## config.mk

```make
export PLATFORM = sky130hd
export DESIGN_NAME = clock_pattern_gen
export DESIGN_NICKNAME = d
export VERILOG_FILES = /design/src/rtl/clk_test_pkg.sv /design/src/rtl/phase_counter.sv /design/src/rtl/clock_pattern_gen.sv
export SDC_FILE = /design/constraint.sdc
export NUM_CORES = 1
export LEC_CHECK = 0
export CAP_MARGIN = 30
export CORE_MARGIN = 5
export CORE_UTILIZATION = 35
export CTS_BUF_LIST = sky130_fd_sc_hd__clkbuf_4 sky130_fd_sc_hd__clkbuf_8
export DETAILED_ROUTE_END_ITERATION = 10
export PLACE_DENSITY = 0.57
export SETUP_SLACK_MARGIN = 0.2
export SKIP_CTS_REPAIR_TIMING = 1
export SLEW_MARGIN = 10
export SYNTH_ARGS = -nofsm -noshare
export SYNTH_HDL_FRONTEND = slang
export SYNTH_HIERARCHICAL = 1
export SYNTH_SLANG_ARGS = --single-unit
```

## constraint.sdc

```tcl
create_clock -name clk_fst -period 3.1 [get_ports clk_fst]
set_input_delay 0.62 -clock clk_fst [delete_from_list [all_inputs] [get_ports clk_fst]]
set_output_delay 0.62 -clock clk_fst [all_outputs]
set_load 0.03 [all_outputs]
```

## src/rtl/clk_test_pkg.sv

```systemverilog
// Shared types and helpers for the clock pattern generator and the measurement side.
package clk_test_pkg;

  typedef enum logic [1:0] {IDLE, HIGH, LOW} state_t;

  localparam int CNT_W_DEF = 16;
  localparam int PER_W_DEF = 32;
  localparam int MAX_W     = 32;

  // Zero-length phases are meaningless; the shortest legal phase is one cycle.
  function automatic logic [MAX_W-1:0] clamp_min1(input logic [MAX_W-1:0] v);
    return (v == '0) ? MAX_W'(1) : v;
  endfunction

endpackage

```

## src/rtl/phase_counter.sv

```systemverilog
// Down-counter for one waveform phase: load a length, decrement, flag the last cycle.
module phase_counter
  import clk_test_pkg::*;
#(
  parameter int W = CNT_W_DEF
) (
  input  logic         i_clk,
  input  logic         i_rst_n,
  input  logic         i_load,
  input  logic [W-1:0] i_load_val,
  input  logic         i_dec,
  output logic         o_term
);

  logic [W-1:0] r_cnt;

  always_ff @(posedge i_clk or negedge i_rst_n) begin
    if (!i_rst_n) begin
      r_cnt <= '0;
    end else if (i_load) begin
      r_cnt <= i_load_val;
    end else if (i_dec) begin
      r_cnt <= r_cnt - W'(1);
    end
  end

  assign o_term = (r_cnt == W'(1));

endmodule

```

## src/rtl/clock_pattern_gen.sv

```systemverilog
// Programmable duty-cycle waveform generator; new high/low times take effect only
// at period boundaries so clk_out never produces a runt pulse.
module clock_pattern_gen
  import clk_test_pkg::*;
#(
  parameter int CNT_W = CNT_W_DEF,
  parameter int PER_W = PER_W_DEF
) (
  input  logic             clk_fst,
  input  logic             reset_n,
  input  logic             en,
  input  logic             cfg_valid,
  output logic             cfg_ready,
  input  logic [CNT_W-1:0] ht_in,
  input  logic [CNT_W-1:0] lt_in,
  output logic             clk_out,
  output logic             rise_stb,
  output logic             fall_stb,
  output logic             busy,
  output logic [PER_W-1:0] period_cnt
);

  state_t           r_state, w_state_next;
  logic [CNT_W-1:0] r_pend_ht, r_pend_lt, r_act_ht, r_act_lt;
  logic             r_pend_v, r_act_v;
  logic             r_clk_out, r_rise_stb, r_fall_stb;
  logic [PER_W-1:0] r_period_cnt;

  logic             w_hs, w_apply, w_load, w_dec, w_term, w_period_done, w_high_next;
  logic [CNT_W-1:0] w_load_val, w_next_ht, w_ht_clamp, w_lt_clamp;

  assign w_ht_clamp  = CNT_W'(clamp_min1(MAX_W'(ht_in)));
  assign w_lt_clamp  = CNT_W'(clamp_min1(MAX_W'(lt_in)));
  assign w_hs        = cfg_valid & ~r_pend_v;
  // High time of the period about to start: pending config wins over active.
  assign w_next_ht   = r_pend_v ? r_pend_ht : r_act_ht;
  assign w_dec       = (r_state != IDLE) & ~w_term;
  assign w_high_next = (w_state_next == HIGH);

  always_comb begin
    w_state_next  = r_state;
    w_load        = 1'b0;
    w_load_val    = w_next_ht;
    w_apply       = 1'b0;
    w_period_done = 1'b0;
    case (r_state)
      IDLE: begin
        w_apply = r_pend_v;
        if (en && (r_act_v || r_pend_v)) begin
          w_state_next = HIGH;
          w_load       = 1'b1;
        end
      end
      HIGH: begin
        if (w_term) begin
          w_state_next = LOW;
          w_load       = 1'b1;
          w_load_val   = r_act_lt;
        end
      end
      LOW: begin
        if (w_term) begin
          w_period_done = 1'b1;
          if (en) begin
            w_state_next = HIGH;
            w_load       = 1'b1;
            w_apply      = r_pend_v;
          end else begin
            w_state_next = IDLE;
          end
        end
      end
      default: w_state_next = IDLE;
    endcase
  end

  phase_counter #(.W(CNT_W)) u_phase_counter (
    .i_clk      (clk_fst),
    .i_rst_n    (reset_n),
    .i_load     (w_load),
    .i_load_val (w_load_val),
    .i_dec      (w_dec),
    .o_term     (w_term)
  );

  always_ff @(posedge clk_fst or negedge reset_n) begin
    if (!reset_n) begin
      r_state      <= IDLE;
      r_pend_ht    <= '0;
      r_pend_lt    <= '0;
      r_pend_v     <= 1'b0;
      r_act_ht     <= '0;
      r_act_lt     <= '0;
      r_act_v      <= 1'b0;
      r_clk_out    <= 1'b0;
      r_rise_stb   <= 1'b0;
      r_fall_stb   <= 1'b0;
      r_period_cnt <= '0;
    end else begin
      r_state <= w_state_next;
      if (w_apply) begin
        r_act_ht <= r_pend_ht;
        r_act_lt <= r_pend_lt;
        r_act_v  <= 1'b1;
      end
      // Handshake and apply are exclusive: one needs pend_v low, the other high.
      if (w_hs) begin
        r_pend_ht <= w_ht_clamp;
        r_pend_lt <= w_lt_clamp;
        r_pend_v  <= 1'b1;
      end else if (w_apply) begin
        r_pend_v <= 1'b0;
      end
      r_clk_out  <= w_high_next;
      r_rise_stb <= w_high_next & ~r_clk_out;
      r_fall_stb <= ~w_high_next & r_clk_out;
      if (w_period_done) begin
        r_period_cnt <= r_period_cnt + PER_W'(1);
      end
    end
  end

  assign cfg_ready  = ~r_pend_v;
  assign busy       = (r_state != IDLE);
  assign clk_out    = r_clk_out;
  assign rise_stb   = r_rise_stb;
  assign fall_stb   = r_fall_stb;
  assign period_cnt = r_period_cnt;

endmodule

```

==> run metrics <==
crit path launch type=flop; Cell Area, Synth=approximately 5400 um^2; Area contributors post-synth=dfrtp_1 55%, mux2_2 13%, xnor2_1 5.2%; Tmin final=2.99 ns; Layout Nets=604; final worst slack=0.107 ns; area added between synthesis and finish=36.8%; htree depth=4; Post-route DRC=0; pre-CTS WS=0.0519 ns; layout cell share with drive strength beyond 1=between 30% and 40%; DR vias/cell=about 5; Post-Syn Instances=around 460; Post-synth ARST share=100%; Synth top area share=between 50% and 60%; Placed Area=6410 um^2; GRT Residual Overflow=0; core box area=between 15000 and 20000 um^2; Vias=3873; Avg Cell Area, Syn=11.8 um^2; # setup viols final=0; cell taking the most area after synthesis=dfrtp_1; Fill cells=1363; Seq. cell area=roughly 3000 um^2; Post-synth top flop=dfrtp_1; global-route wire length before repair=~20 mm; Die X-Extent=roughly 130 um; Peak Freq=334 MHz; final design utilization=between 40% and 50%; max cap viols=0; Post-Syn Nets=a little under 500; Avg WL per Cell=approximately 17 um; Slew headroom=about 53%; Worst Tran Pin Value=a little under 0.7 ns; ANT nets after route=0; Max rail drop VDD=roughly 0.38 mV; Final Skew=0.0109 ns; CP endpoint kind=flop; CTS tree=built; slowest cell on the critical path=or4_4; data required time of the worst path=3.43 ns; pwr/cell area=between 700 and 800 nW/um^2; gr usage total=14.1%; flops & latches, synth=~120; Crit path top cell by count=or4_4; die area=approximately 18000 um^2; CP max stage delay=0.54 ns; cell chain of the critical path=or4_4, or4_4, nor4_4, buf_4, inv_2, or3_4, buf_12, nor2_4, a21oi_2, a221o_1; DR pass1 iterations=4; endpoints failing hold=0; LEAKAGE=approximately 0.0032 uW; Final Cell Area=7390 um^2; clk sink count=about 120; Starting Density=about 36%; Max clock buf depth=2; Worst-Skew Late Latency=approximately 0.44 ns; ANT cells=0; initial antenna violation count=0; Port-buffer cells=72; final wirelength=between 10 and 15 mm; synth unique cells=43; Fin Hold WS=approximately 0.21 ns; largest net degree at the start of global routing=51; DP HPWL=8.41 mm; Std-Cell Rows=45; fin. max-slew vios=0; Seq/Total Area, Yosys=55.1%; Critical Path Fanout Max=5; number of synthesized flops with an enable pin=0; Multi-input gate area=2620 um^2; CTS Buf Count=17; IO Pins=73; critical path data arrival time=roughly 3.3 ns; Root Driver=clkbuf_8; vias in the first global route=around 4000; die height=~130 um; Iteration-0 DRC Markers=213; Yosys warnings=6; status=complete, no violations; RSZ-0062 raised after global routing=yes; Final period util=96.5%; GPL Wtd Cong=slightly above 0.8; Hold Crit Class=input port to asynchronous set/reset pin; Crit Path Class=flop to flop; clock-pin slew on the worst setup and hold paths=approximately 0.070 ns
[metal layers]
| metal | share of wire (%) | up-vias | track usage [%] |
|---|---|---|---|
| met1 | 45 | 1927 | 17.5 |
| met3 | 5.0 | 23 | 4.69 |
| met2 | 47 | 101 | 22.9 |
| met4 | 2.4 | 0 | 5.32 |
| met5 | 0 | - | 0 |
| li1 | - | 1822 | - |
[cell usage after synthesis, types with 2 or more instances]
library cell / instances
dfrtp_1: 119
mux2_2: 63
nand2_1: 36
xnor2_1: 32
nor2_1: 30
o21ai_0: 17
a21oi_1: 16
mux2i_1: 16
nor4_1: 13
clkbuf_1: 11
inv_1: 10
nand3_1: 10
xor2_1: 10
buf_2: 8
and3_1: 7
nor3_1: 7
and2_1: 5
nand4_1: 4
a221o_1: 3
and4_1: 3
ha_1: 3
nand2b_1: 3
or3_1: 3
a21boi_0: 2
a41oi_1: 2
nand4_2: 2
nor3b_1: 2
o31a_1: 2
or2_2: 2
or4_1: 2
or4_4: 2
[cells by family after synthesis]
group / count (synthesis) / share of synthesized area [%]
and+or+nand+nor: 139 / 14.0
DFF: 119 / 55.1
muxes: 79 / 16.1
AOI/OAI and AO/OA: 45 / 5.05
xor gates and xnor gates: 42 / 6.81
buffers and inverters: 30 / 2.27
adders and majority gates: 3 / 0.695
[layout make-up]
class	instances	share of cell area, %
clock buffers	23	4.20
clock inverters	8	0.965
inverters	10	0.508
multi-input cells	308	35.5
flip-flops and latches	119	40.3
well taps	188	3.18
repair buffers	109	15.4
[critical path, delay by kind of cell (launching register included)]
family	cells	cell delay, ns
flip-flops	1	0.40
AO/OA/AOI/OAI	2	0.38
buffers and inverters	3	0.40
AND/OR/NAND/NOR	5	1.71
[cells in the final DEF, fill, tap and decap left out, drive strengths merged, types with 10 or more instances in the layout]
master / n
a21oi: 16
buf: 34
clkbuf: 27
clkdlybuf4s50: 71
dfrtp: 119
inv: 10
mux2: 63
mux2i: 16
nand2: 36
nand3: 10
nor2: 30
nor4: 15
o21ai: 17
xnor2: 32
xor2: 10
[report_power, final]
group	switching, uW	total, uW	internal [uW]
Sequential	425	2520	2100
Clock	603	1340	738
Combinational	721	1760	1040
[state kept, by name, indices dropped and copies added, names as in the netlist]
signal and cells:
rise_stb 1, r_pend_lt 16, fall_stb 1, r_act_v 1
r_pend_v 1, u_phase_counter/r_cnt 16, r_pend_ht 16, r_act_ht 16
period_cnt 32, clk_out 1, r_act_lt 16, r_state 2
[stage by stage]
stage,cells,power (uW),setup TNS (ns)
2_1_floorplan,457,3450,0
3_3_place_gp,707,3870,0
3_5_place_dp,707,3930,0
4_1_cts,738,5280,0
5_1_grt,765,5960,-0.0981
6_report,765,5620,0
[final timing paths]
check                                                           start  depth (start not counted)  slack (ns)                               endpoint
worst max-delay path            u_phase_counter/r_cnt[11]$_DFFE_PN0P_                         10        0.11  u_phase_counter/r_cnt[13]$_DFFE_PN0P_
worst min-delay path                                          reset_n                          1        0.21              period_cnt[0]$_DFFE_PN0P_
worst max register to register  u_phase_counter/r_cnt[11]$_DFFE_PN0P_                         10        0.11  u_phase_counter/r_cnt[13]$_DFFE_PN0P_
worst min register to register                      clk_out$_DFF_PN0_                          1        0.44                     rise_stb$_DFF_PN0_
max in group asynchronous                                     reset_n                          2        2.14             period_cnt[15]$_DFFE_PN0P_
min in group clk_fst                                clk_out$_DFF_PN0_                          1        0.44                     rise_stb$_DFF_PN0_
Note: power is estimated with default switching activity, not from simulation.
